$ cat config.mk
export PLATFORM = sky130hd
export DESIGN_NAME = inv_key_schedule
export DESIGN_NICKNAME = d
export VERILOG_FILES = /design/src/rtl/inv_key_schedule.sv
export SDC_FILE = /design/constraint.sdc
export NUM_CORES = 2
export LEC_CHECK = 0
export BUFFER_PORTS_ARGS = -buffer_cell sky130_fd_sc_hd__buf_2
export CAP_MARGIN = 30
export CORE_MARGIN = 5
export CORE_UTILIZATION = 35
export DETAILED_ROUTE_END_ITERATION = 10
export GPL_TIMING_DRIVEN = 0
export PLACE_DENSITY = 0.52
export SYNTH_ARGS = -nofsm -noshare
export SYNTH_HDL_FRONTEND = slang
export SYNTH_SLANG_ARGS = --single-unit
export TNS_END_PERCENT = 100
$ cat constraint.sdc
create_clock -name clk -period 21.4 [get_ports clk]
set_input_delay 1.07 -clock clk [delete_from_list [all_inputs] [get_ports clk]]
set_output_delay 1.07 -clock clk [all_outputs]
set_load 0.1 [all_outputs]
$ cat src/rtl/inv_key_schedule.sv
// Reverse AES-128 key expander: takes the round-10 key and emits round keys
// 10 down to 0, one per accepted transfer, using four forward S-box cells.

module sbox (
  input  logic [7:0] value,
  output logic [7:0] subst
);

  // GF(2^8) multiply modulo x^8+x^4+x^3+x+1.
  function automatic logic [7:0] gfMul(input logic [7:0] a, input logic [7:0] b);
    logic [7:0] p;
    logic [7:0] aa;
    p  = 8'h00;
    aa = a;
    for (int i = 0; i < 8; i++) begin
      if (b[i]) p = p ^ aa;
      aa = {aa[6:0], 1'b0} ^ (aa[7] ? 8'h1b : 8'h00);
    end
    return p;
  endfunction

  logic [7:0] x2, x3, x6, x12, x15, x30, x60, x120, x240, inv;

  // Multiplicative inverse as x^254 (maps 0 to 0), then the affine transform.
  always_comb begin
    x2    = gfMul(value, value);
    x3    = gfMul(x2, value);
    x6    = gfMul(x3, x3);
    x12   = gfMul(x6, x6);
    x15   = gfMul(x12, x3);
    x30   = gfMul(x15, x15);
    x60   = gfMul(x30, x30);
    x120  = gfMul(x60, x60);
    x240  = gfMul(x120, x120);
    inv   = gfMul(gfMul(x240, x12), x2);
    subst = inv ^ {inv[6:0], inv[7]} ^ {inv[5:0], inv[7:6]}
          ^ {inv[4:0], inv[7:5]} ^ {inv[3:0], inv[7:4]} ^ 8'h63;
  end

endmodule

module inv_key_schedule #(
  parameter int NR = 10
) (
  input  logic         clk,
  input  logic         rst,
  input  logic         validIn,
  input  logic [127:0] lastKey,
  output logic         ready,
  output logic         validOut,
  input  logic         outReady,
  output logic [127:0] roundKey,
  output logic [3:0]   roundNum,
  output logic         done
);

  typedef enum logic {IDLE, EMIT} stateT;

  stateT        state, nextState;
  logic [127:0] keyNext, prevKey;
  logic [3:0]   numNext;
  logic         doneNext;
  logic [31:0]  w0n, w1n, w2n, w3n, rotWord, subWord;
  logic [7:0]   rcon;

  function automatic logic [7:0] rconOf(input logic [3:0] i);
    case (i)
      4'd1:    return 8'h01;
      4'd2:    return 8'h02;
      4'd3:    return 8'h04;
      4'd4:    return 8'h08;
      4'd5:    return 8'h10;
      4'd6:    return 8'h20;
      4'd7:    return 8'h40;
      4'd8:    return 8'h80;
      4'd9:    return 8'h1b;
      4'd10:   return 8'h36;
      default: return 8'h00;
    endcase
  endfunction

  // One inverse schedule step straight from the roundKey register.
  always_comb begin
    w3n     = roundKey[31:0]  ^ roundKey[63:32];
    w2n     = roundKey[63:32] ^ roundKey[95:64];
    w1n     = roundKey[95:64] ^ roundKey[127:96];
    rotWord = {w3n[23:0], w3n[31:24]};
    rcon    = rconOf(roundNum);
    w0n     = roundKey[127:96] ^ subWord ^ {rcon, 24'h000000};
    prevKey = {w0n, w1n, w2n, w3n};
  end

  sbox sb0 (.value(rotWord[31:24]), .subst(subWord[31:24]));
  sbox sb1 (.value(rotWord[23:16]), .subst(subWord[23:16]));
  sbox sb2 (.value(rotWord[15:8]),  .subst(subWord[15:8]));
  sbox sb3 (.value(rotWord[7:0]),   .subst(subWord[7:0]));

  always_ff @(posedge clk) begin
    if (rst) state <= IDLE;
    else     state <= nextState;
  end

  // The walk ends only when the round-0 key is actually accepted.
  always_comb begin
    nextState = state;
    case (state)
      IDLE: if (validIn) nextState = EMIT;
      EMIT: if (outReady && roundNum == 4'd0) nextState = IDLE;
      default: nextState = IDLE;
    endcase
  end

  always_comb begin
    keyNext  = roundKey;
    numNext  = roundNum;
    doneNext = 1'b0;
    case (state)
      IDLE: begin
        if (validIn) begin
          keyNext = lastKey;
          numNext = 4'(NR);
        end
      end
      EMIT: begin
        if (outReady) begin
          if (roundNum != 4'd0) begin
            keyNext = prevKey;
            numNext = roundNum - 4'd1;
          end else begin
            doneNext = 1'b1;
          end
        end
      end
      default: ;
    endcase
  end

  always_ff @(posedge clk) begin
    if (rst) begin
      roundKey <= '0;
      roundNum <= '0;
      done     <= 1'b0;
    end else begin
      roundKey <= keyNext;
      roundNum <= numNext;
      done     <= doneNext;
    end
  end

  // Both flags decode the one-bit state flop directly.
  assign ready    = (state == IDLE);
  assign validOut = (state == EMIT);

endmodule

### Word level (Yosys, flattened, before mapping)

Memories as Yosys holds them, arrays and structs flattened. A register that Yosys moved wholly into a read port is not among the register bits.
Index checks and enable logic that the tools add are counted.

* flip-flop bits (word level): 134
* memory bits (read-only): 128
* bits of input ports: 132
* memories: 1

* add/subtract/negate cells: 1
* equal/unequal tests: 3
* multiplexer cells: 674
* bitwise logic cells: 643
* reduce and logical (&&, ||, !) cells: 5

Memories
* (no name shown): words 16, bits a word 8, read ports 1, clocked after memory_dff 1, write ports 0, RTL line 67 `case (i)`

Operators with widths (count)
* 8-bit bitwise XOR: 632
* 8-bit 2-to-1 mux: 352
* 5-bit 2-to-1 mux: 308
* 128-bit 2-to-1 mux: 3
* 128-bit one-hot mux with 2 select lines: 1
* 32-bit bitwise XOR: 5
* 4-bit 2-to-1 mux: 5
* 4-bit inverter: 4
* 4-bit one-hot mux with 2 select lines: 1
* 4-bit zero test: 1
* 2-bit != test (second input constant): 2
* 4-bit nonzero test: 1
* 4-bit by 1-bit subtractor with 4-bit output (second input constant): 1
* 1-bit 2-to-1 mux: 3
* 3-bit AND reduction: 1
* 3-bit OR reduction: 1
* 2-bit by 1-bit != test with 1-bit output (second input constant): 1
* 1-bit inverter: 2
* 1-bit one-hot mux with 2 select lines: 1
* 1-bit logical AND: 1

### Logic depth before layout (Yosys ltp)

* depth after elaboration: 187
* mapped depth: 83

### Hierarchy

A second synthesis with hierarchy kept.

* cell total of the unflattened synthesis: 6374
* area total of the unflattened synthesis: 51374.3 um^2

Modules (own cells, without submodules)
* sbox: instances 4, cells an instance 1346, area each 10839.1 um^2
* inv_key_schedule: instances 1, cells an instance 990, area each 8017.7 um^2

### Worst setup path before layout

OpenSTA, ideal clock, no wires.

* path kind: reg-to-reg
* start point: register roundKey[23]
* end point: register roundKey[123]
* library setup time: 0.061 ns
* arrival time: 19.780 ns
* setup slack: 1.559 ns
* stages on the path, launching flop included: 78
* period minus slack after synthesis: 19.841 ns
* cells stage by stage: dfxtp_1 -> xnor2_2 -> inv_2 -> buf_2 -> clkbuf_1 -> ha_1 -> xnor3_1 -> buf_4 -> mux2i_1 -> xnor2_2 -> xnor2_2 -> xnor2_1 -> xnor2_1 -> nor2_1 -> xnor2_1 -> xnor2_1 -> xor2_2 -> inv_2 -> [... 42 more ...] -> xnor3_2 -> xor2_4 -> nand2_1 -> xnor3_1 -> xnor2_1 -> xnor2_2 -> xnor2_4 -> xnor3_2 -> buf_4 -> a31o_1 -> a311oi_1 -> xnor3_1 -> xor2_1 -> xnor3_1 -> xnor2_1 -> xnor2_1 -> a2111oi_0 -> a31o_1

* longest elaborated chain between the ends: 179
* elaborated cells between the ends (all ways): 325

RTL lines
* start: declaration: RTL line 52 `output logic [127:0] roundKey,`
* start signal: assignment: RTL line 144 `roundKey <= keyNext;`
* 32-bit bitwise XOR *: RTL line 84 `w3n = roundKey[31:0] ^ roundKey[63:32];`
* 5-bit 2-to-1 mux / 8-bit 2-to-1 mux (equally long branches): RTL line 17, 16
* 8-bit bitwise XOR, on equally long branches: RTL line 17, 16
* 8-bit bitwise XOR / 8-bit 2-to-1 mux (equally long branches): RTL line 16 `if (b[i]) p = p ^ aa;`
* 8-bit 2-to-1 mux / 8-bit bitwise XOR (equally long branches): RTL line 16
* 8-bit bitwise XOR / 8-bit 2-to-1 mux (equally long branches): RTL line 16
* 8-bit 2-to-1 mux / 8-bit bitwise XOR (equally long branches): RTL line 16
* 8-bit bitwise XOR / 8-bit 2-to-1 mux (equally long branches): RTL line 16
* [... 161 more ...]
* 8-bit 2-to-1 mux *: RTL line 16
* 8-bit bitwise XOR (2 in series): RTL line 36 `subst = inv ^ {inv[6:0], inv[7]} ^ {inv[5:0], inv[7:6]}`
* 8-bit bitwise XOR: RTL line 37 `^ {inv[4:0], inv[7:5]} ^ {inv[3:0], inv[7:4]} ^ 8'h63;`
* 8-bit bitwise XOR *: RTL line 37
* 32-bit bitwise XOR * (2 in series): RTL line 89 `w0n = roundKey[127:96] ^ subWord ^ {rcon, 24'h000000};`
* 128-bit 2-to-1 mux *: RTL line 126 `if (roundNum != 4'd0) begin`
* 128-bit 2-to-1 mux *: RTL line 125 `if (outReady) begin`
* 128-bit one-hot mux with 2 select lines *: RTL line 117 `case (state)`

Mark *: on every way between the ends. The rest lies on a longest branch, timed or not. The select of a mux whose other input is x is not followed.
A chain may end at the register's enable or synchronous reset.

### Worst setup path after layout

* start point: register roundKey[48]
* end point: register roundKey[123]

* longest elaborated chain between the ends: 179
* elaborated cells between the ends (all ways): 322

RTL lines (RTL line)
* 32-bit bitwise XOR *: 84
* 8-bit 2-to-1 mux: 16
* 8-bit bitwise XOR: 16
* 8-bit 2-to-1 mux: 16
* 8-bit bitwise XOR: 16
* 8-bit 2-to-1 mux: 16
* 8-bit bitwise XOR: 16
* 8-bit 2-to-1 mux: 16
* [... 161 more ...]
* 8-bit 2-to-1 mux *: 16
* 8-bit bitwise XOR (2 in series): 36
* 8-bit bitwise XOR: 37
* 8-bit bitwise XOR *: 37
* 32-bit bitwise XOR * (2 in series): 89
* 128-bit 2-to-1 mux *: 126
* 128-bit 2-to-1 mux *: 125
* 128-bit one-hot mux with 2 select lines *: 117

Marked as above.

==> flow_metrics.py <==
metrics = {
    "floorplanning": {
        "initial_core_util_pct": 35.1,
        "core.rowCount": 137,
        "die_area_um2": 147000,
        "num_io_pins": 267,
        "fp.dieH_um": 384,
        "core_um2": 139000,
        "die_x_um": 384,
    },
    "clocking": {
        "hold_buffers": 0,
        "htree_levels": 4,
        "cts_root_buf": "clkbuf_16",
        "clk_pin_slew_worst_paths_ns": 0.08,
        "clock_latency_ns": 0.51,
        "cts_tree": "yes",
        "cts_buffers": 17,
        "clock_sink_count": 142,
        "clockBufferDepth": 2,
    },
    "sta": {
        "finalCritPeriodShare_pct": 96.0,
        "finClkSkew_ns": 0.0185,
        "slew-limit-headroom_pct": 24.1,
        "finalHoldViolCount": 0,
        "fin_crit_ns": 20.54,
        "max_freq_mhz": 48.7,
        "slew_viol_final": 0,
        "tightest_slew_ns": 1.13,
        "setup_viol_count_final": 0,
        "rsz0062_at_grt": "yes",
    },
    "critical_path": {
        "reg2reg_slack_ns": 0.86,
        "cp.arrival_ns": 20.94,
        "start_kind": "flip-flop",
        "cp.required_ns": 21.80,
        "reg2reg_depth": 73,
        "rr_endpoint": "roundKey[123]",
        "crit_fanout": 10,
        "cp_slowest_cell": "xnor3_2",
        "r2r-start": "roundKey[48]",
        "crit_type": "reg -> reg",
        "critPathCaptureType": "flip-flop",
        "slowest_delay_ns": 0.61,
    },
    "cells_and_area": {
        "drive_gt1_share_pct": 13.1,
        "area_delta_synth_final_pct": 12.0,
        "nFillCells": 14613,
        "final_cells": 8775,
        "final_nets": 7039,
    },
    "worst_hold_path": {
        "hold_depth": 2,
        "min_from": "roundKey[26]",
        "hp-class": "reg -> reg",
        "min_to": "roundKey[26]",
    },
    "drt": {
        "via_per_inst": 5.54,
        "wl_um": 186000,
        "antenna_left": 0,
        "first_pass_iters": 8,
        "wl_per_cell_um": 21.2,
        "drc": 0,
        "vias": 48600,
        "drt_iter0_drc": 4665,
    },
    "global_route": {
        "antenna_found_initial": 8,
        "grt_pass1_vias": 45588,
        "grt.overflow.total": 0,
        "track_usage_pct": 24.0,
        "grt_max_degree": 18,
        "grt_first_pass_wirelength_um": 281000,
    },
    "placed_design": {
        "dp_hpwl_um": 147000,
        "place.gp.congestion": 0.971,
        "dp.cells": 8698,
        "io_buffer_count": 266,
    },
    "outcome": {
        "status": "finished clean",
    },
    "synthesis": {
        "yosys.area.top_type_share_pct": 21.8,
        "synthFlopType": "dfxtp_1",
        "ys_seq_area_share_pct": 5.82,
        "yosysMostFrequentCell": "xnor2_1",
        "ys_top_cells_by_area": "xnor2_1 (22%), xnor3_1 (9.6%), nor2_1 (6.7%)",
        "syn_nets": 6701,
        "ys_async_sr_fraction_pct": 0,
        "synth-seq-cells": 142,
        "netlist_top_cells_count": "xnor2_1 (1216), nor2_1 (868), nand2_1 (705), a21oi_1 (433), xor2_1 (369)",
        "synth_edf_count": 0,
        "synth_cells": 6539,
        "yosys.area.top_type": "xnor2_1",
        "yosysWarnings": 0,
        "synth_cell_types": 122,
        "syn_area_per_cell_um2": 7.47,
        "synth_area_um2": 48800,
    },
    "run": {
        "cap_violations": 0,
    },
}
==> area by class of cell <==
| type | instances | area (um2) | share of cell area [%] |
|---|---|---|---|
| diodes | 9 | 22.5 | 0.0412 |
| plain buffers | 406 | 1840 | 3.37 |
| clock buffers | 17 | 425 | 0.778 |
| clock inverters | 15 | 168 | 0.306 |
| inverters | 90 | 340 | 0.622 |
| multi-input cells | 5895 | 44900 | 82.1 |
| flip-flops and latches | 142 | 2850 | 5.22 |
| well taps | 1876 | 2350 | 4.29 |
| repair buffers | 325 | 1810 | 3.31 |
==> worst max path at each step <==
| stage | startpoint | end | slack (ns) | depth (start not counted) |
|---|---|---|---|---|
| global placement | roundKey[48] | roundKey[123] | -3.14 | 76 |
| detailed placement | roundKey[48] | roundKey[123] | -2.48 | 77 |
| CTS | roundKey[15] | roundKey[117] | 0.02 | 75 |
| global route | roundKey[47] | roundKey[117] | -0.02 | 68 |
| floorplan | roundKey[23] | roundKey[123] | 1.56 | 77 |
| finish | roundKey[48] | roundKey[123] | 0.86 | 73 |
==> placed cells by master (no fill, tap or decap), types with 131 or more instances in the layout <==
| master | netlist | final |
|---|---|---|
| o21ai_0 | 287 | 285 |
| xnor2_1 | 1216 | 1157 |
| xor2_1 | 369 | 341 |
| buf_2 | 91 | 354 |
| dfxtp_1 | 142 | 134 |
| nand2_1 | 705 | 704 |
| xnor2_2 | 95 | 131 |
| nor3_1 | 148 | 147 |
| clkbuf_1 | 261 | 233 |
| nand3_1 | 148 | 148 |
| nor2_1 | 868 | 867 |
| xnor3_1 | 208 | 202 |
| mux2i_1 | 166 | 163 |
| a21oi_1 | 433 | 433 |
==> layer usage <==
metal,vias up,wire length [um],part of all wire [%],track usage [%]
li1,23295,-,-,-
met1,23319,82700,45,33.4
met2,1754,82600,44,38.0
met3,228,14400,7.8,3.94
met4,4,5970,3.2,7.56
met5,-,22,0.012,0
==> state kept, by name, indices dropped and copies added (netlist names) <==
name and count:
roundKey 128, done 1, rcon 8, validOut 1
roundNum 4
==> critical path, delay by kind of cell (launching register included) <==
| kind | cells | cell delay [ns] |
|---|---|---|
| AOI/OAI and AO/OA | 9 | 2.47 |
| xor gates and xnor gates | 36 | 10.22 |
| adders and majority gates | 5 | 2.15 |
| buffers and inverters | 13 | 2.98 |
| DFF | 1 | 0.56 |
| muxes | 2 | 0.46 |
| and+or+nand+nor | 8 | 1.51 |
==> cells by family after synthesis <==
logic type,count (synthesis),synth area share (%)
buffers and inverters,502,4.43
flip-flops,142,5.82
adder cells (fa/ha/maj),36,0.891
AND/OR/NAND/NOR,2227,20.1
AO/OA/AOI/OAI,1455,19.4
XOR/XNOR,1974,45.1
multiplexers,203,4.29
==> per-stage QoR <==
stage                     hold slack [ns]  TNS [ns]  instance area, um2  worst slack [ns]  util (%)
after CTS                           0.511         0               53700            0.0184      38.6
after detailed placement            0.501    -28.32               52700             -2.48      37.9
after global placement              0.496    -31.88               52500             -3.14      37.8
after global routing                0.533   -0.0201               54700           -0.0201      39.3
final                               0.511         0               54700             0.860      39.3
after floorplan                     0.638         0               48800              1.56         -
==> what timing repair did <==
item,in CTS,in global routing
endpoints found under the setup margin,21,32
endpoints found under the hold margin,0,0
resized for setup,61,137
setup buffers,9,32
pin swaps,8,19
Power is left out: the tool's default activity adds up to more than one toggle a clock period on the data nets, which glitch-free logic cannot reach.
